File: src/rtl/apb_cmd_master.sv
// apb_cmd_master: valid/ready command stream to single APB3 transfers with wait-state timeout
module apb_cmd_master #(
  parameter int ADDR_WIDTH = 8,
  parameter int DATA_WIDTH = 32,
  parameter int TIMEOUT_CYCLES = 16
) (
  input  logic                  clk,
  input  logic                  rst,
  input  logic                  req_valid,
  output logic                  req_ready,
  input  logic [ADDR_WIDTH-1:0] req_addr,
  input  logic                  req_write,
  input  logic [DATA_WIDTH-1:0] req_wdata,
  output logic                  rsp_valid,
  input  logic                  rsp_ready,
  output logic [DATA_WIDTH-1:0] rsp_rdata,
  output logic                  rsp_slverr,
  output logic                  rsp_timeout,
  output logic [ADDR_WIDTH-1:0] paddr,
  output logic                  pwrite,
  output logic                  psel,
  output logic                  penable,
  output logic [DATA_WIDTH-1:0] pwdata,
  input  logic [DATA_WIDTH-1:0] prdata,
  input  logic                  pready,
  input  logic                  pslverr
);
  localparam int CW = TIMEOUT_CYCLES > 0 ? $clog2(TIMEOUT_CYCLES + 1) : 1;
  typedef enum logic [1:0] {IDLE, SETUP, ACCESS, RESP} state_t;
  state_t state;
  logic [CW-1:0] cnt;
  logic term;
  assign req_ready = (state == IDLE) && !rst;
  assign term = (TIMEOUT_CYCLES != 0) && (cnt == CW'(TIMEOUT_CYCLES - 1));
  always_ff @(posedge clk) begin
    if (rst) begin
      state       <= IDLE;
      psel        <= 1'b0;
      penable     <= 1'b0;
      pwrite      <= 1'b0;
      paddr       <= '0;
      pwdata      <= '0;
      rsp_valid   <= 1'b0;
      rsp_rdata   <= '0;
      rsp_slverr  <= 1'b0;
      rsp_timeout <= 1'b0;
      cnt         <= '0;
    end else begin
      case (state)
        IDLE: if (req_valid) begin
          paddr   <= req_addr;
          pwrite  <= req_write;
          pwdata  <= req_write ? req_wdata : pwdata;
          psel    <= 1'b1;
          penable <= 1'b0;
          state   <= SETUP;
        end
        SETUP: begin
          penable <= 1'b1;
          state   <= ACCESS;
        end
        ACCESS: begin
          // completion wins over a timeout landing on the same cycle
          if (pready || term) begin
            rsp_rdata   <= (pready && !pwrite) ? prdata : '0;
            rsp_slverr  <= pready ? pslverr : 1'b1;
            rsp_timeout <= !pready;
            rsp_valid   <= 1'b1;
            psel        <= 1'b0;
            penable     <= 1'b0;
            state       <= RESP;
          end else
            cnt <= (cnt == '1) ? cnt : cnt + 1'b1;
        end
        RESP: if (rsp_ready) begin
          rsp_valid <= 1'b0;
          cnt       <= '0;
          state     <= IDLE;
        end
        default: state <= IDLE;
      endcase
    end
  end
endmodule

File: config.mk
export PLATFORM = sky130hd
export DESIGN_NAME = apb_cmd_master
export DESIGN_NICKNAME = d
export VERILOG_FILES = /design/src/rtl/apb_cmd_master.sv
export SDC_FILE = /design/constraint.sdc
export NUM_CORES = 1
export LEC_CHECK = 0
export ABC_CLOCK_PERIOD_IN_PS = 3200
export BUFFER_PORTS_ARGS = -buffer_cell sky130_fd_sc_hd__buf_2
export CAP_MARGIN = 25
export CORE_MARGIN = 2
export CORE_UTILIZATION = 46
export DETAILED_ROUTE_END_ITERATION = 10
export PLACE_DENSITY = 0.8
export SETUP_SLACK_MARGIN = 0.3
export SYNTH_ARGS = -nofsm -noshare
export SYNTH_HDL_FRONTEND = slang
export SYNTH_SLANG_ARGS = --single-unit
File: constraint.sdc
create_clock -name clk -period 3.2 [get_ports clk]
set_clock_uncertainty 0.2 [all_clocks]
set_input_delay 0 -clock clk [delete_from_list [all_inputs] [get_ports clk]]
set_output_delay 0 -clock clk [all_outputs]
set_load 0.02 [all_outputs]
==> flow_summary.ini <==
[yosys]
synth.distinct_cells = 35
yosysSeqAreaShare_pct = 52.6
synth.area.top_cells = dfxtp_1 (53%), nand2_1 (14%), a21oi_1 (12%)
synth_warnings = 0
syn_avg_cell_area_um2 = 8.07
synth_top_area_cell = dfxtp_1
ys_ff_latch = 85
synth_most_common_cell = nand2_1
syn_area_mm2 = 0.00323
synth_top_area_share_pct = 52.6
synth_edf_count = 0
ys_top_cells_by_count = nand2_1 (118), dfxtp_1 (85), a21oi_1 (77)
syn-num-nets = 487
netlist_instances = 401
synthArstFlopShare_pct = 0
ys.flop_type = dfxtp_1

[clocking]
clk_path_buf_depth = 2
cts_tree = built
cts_hold_buf = 77
cts.sinks = 85
h-tree-depth = 3
clkTransAtPathRegs_ps = 90
cts_setup_buffers = 0
clock_latency_ps = 340
cts_resized = 0
cts_buffers = 9
cts_root_buffer = clkbuf_8

[floorplan]
die_height_um = 87.9
ios = 158
die_area_mm2 = 0.00772
die_w_um = 87.9
core_mm2 = 0.00679
initial_core_util_pct = 47.6
rows = 30

[route]
vias = 3728
dr.pass1.iters = 4
wl_per_cell_um = 14.8
vias_per_cell = 5.16
drc_errors = 0
drtAntennaViolNets = 0
routed_wl_um = 10700
drtIter0Drc = 164

[finish]
drive_above_1_share_pct = 29.3
nets = 709
antennaDiodeCount = 0
fin_util_pct = 74.5
syn2layout_area_growth_pct = 56.6
fillers = 506

[hold_path]
hold_path_depth = 5
hold_path_class = input pin to flop

[placed_design]
dp_slack_ps = 834
place_congestion = 0.865
io_buffers = 157
place_hpwl_um = 5990

[critical_path]
crit_family = buffers and inverters
rr_worst_depth = 6
path_buf_inv = 1
crit_path_cell_trace = ha_1 > and3_1 > ha_1 > o21a_1 > o221a_2 > dlygate4sd3_1
slowest_stage = dlygate4sd3_1
path_class = flop to flop
endpoint_kind = flop
arrival_ps = 2460
path_depth = 6
cp_max_fo = 7
crit_path_frequent_cell = ha_1
cpPeakStageDelay_ps = 560
crit_required_ps = 3220
cp-start-kind = flop

[power]
total_power_uw = 2780
power-per-cell-area_mw_per_mm2 = 548
ir_worst_vdd_uv = 347
p_leak_uw = 0.00228

[global_route]
grt-busiest-layer = met2
grt.met2_usage_pct = 48.4
grt_max_degree = 63
grtUsageMet1_pct = 29.7
grt_pass1_vias = 3588
track_usage_pct = 27.3
gr-total-overflow = 0
gr-usage-met3_pct = 6.60
antenna_found_initial = 0
grt_pass1_wl_um = 16400

[timing]
tns_ps = 0
slew_headroom_pct = 60.8
period_share_pct = 76.1
slew_viol_final = 0
grt_setup_unrepaired = no
min_period_ps = 2440
tightestPinTransition_ps = 579
whs_ps = 40.8
setup_ws_ps = 764
clock.fmax_ghz = 0.410
finalHoldViolations = 0
setup_viol = 0

[run]
cap_violations = 0

[run_status]
run_status = finished, final reports clean
-- metal layers --
metal	wire (um)	vias up
li1	-	1791
met1	4110	1725
met2	5390	173
met3	763	39
met4	429	0
met5	0	-
-- cell families after synthesis --
group           after synthesis  share of synthesized area, %
simple gates                175                          23.7
compound gates               95                          15.9
flops                        85                          52.6
buf+inv                      38                          4.72
fa+ha+maj                     7                          2.71
mux                           1                         0.348
-- sequential cells by signal, indices dropped and copies added (netlist names) --
signal       flops
pwdata          32
rsp_rdata       32
paddr            8
cnt              5
state            2
penable          1
psel             1
pwrite           1
rsp_slverr       1
rsp_timeout      1
rsp_valid        1
-- worst paths after layout --
kind / startpoint / slack, ps / endpoint
worst max-delay path: cnt[0] / 760 / rsp_slverr
worst min-delay path: req_write / 40 / pwdata[27]
worst max register to register: cnt[0] / 760 / rsp_slverr
worst min register to register: paddr[0] / 250 / paddr[0]
-- through the flow --
step | cell area, um2 | std cells
floorplan | 3230 | 401
global placement | 4070 | 629
detailed placement | 4070 | 629
CTS | 5030 | 721
global route | 5060 | 723
finish | 5060 | 723
-- cell type report --
type                    instances  area, um2  share of cell area, %
well taps                      96        120                   2.37
flip-flops and latches         85       1700                   33.6
clock buffers                  11        151                   2.99
clock inverters                 4       47.5                  0.939
inverters                       7       26.3                  0.519
multi-input cells             278       1390                   27.4
repair buffers                242       1630                   32.2
-- worst register-to-register path: stages, from the launching register on --
cell and delay, ps:
dfxtp_1 340, ha_1 220, and3_1 200, ha_1 280, o21a_1 250, o221a_2 270, dlygate4sd3_1 560
-- placed cells by master (no fill, tap or decap), types with 2 or more instances in the layout --
cell / count
buf_2: 157
nand2_1: 118
dfxtp_1: 85
dlygate4sd3_1: 78
a21oi_1: 77
nand3_1: 33
clkbuf_8: 11
inv_1: 7
ha_1: 7
buf_4: 6
o21ai_0: 5
or4_1: 4
and3_1: 3
nor2b_1: 3
nor2_1: 3
nand2b_1: 2
nand4_1: 2
o311ai_0: 2
o31ai_1: 2
clkinv_2: 2
-- power by group --
| group | switching, uW | internal (uW) | leakage, uW |
|---|---|---|---|
| Clock | 365 | 397 | 0.000101 |
| Sequential | 70.2 | 1180 | 0.000690 |
| Combinational | 468 | 298 | 0.00148 |
| Total | 903 | 1870 | 0.00228 |
(Power assumes the default switching activity.)
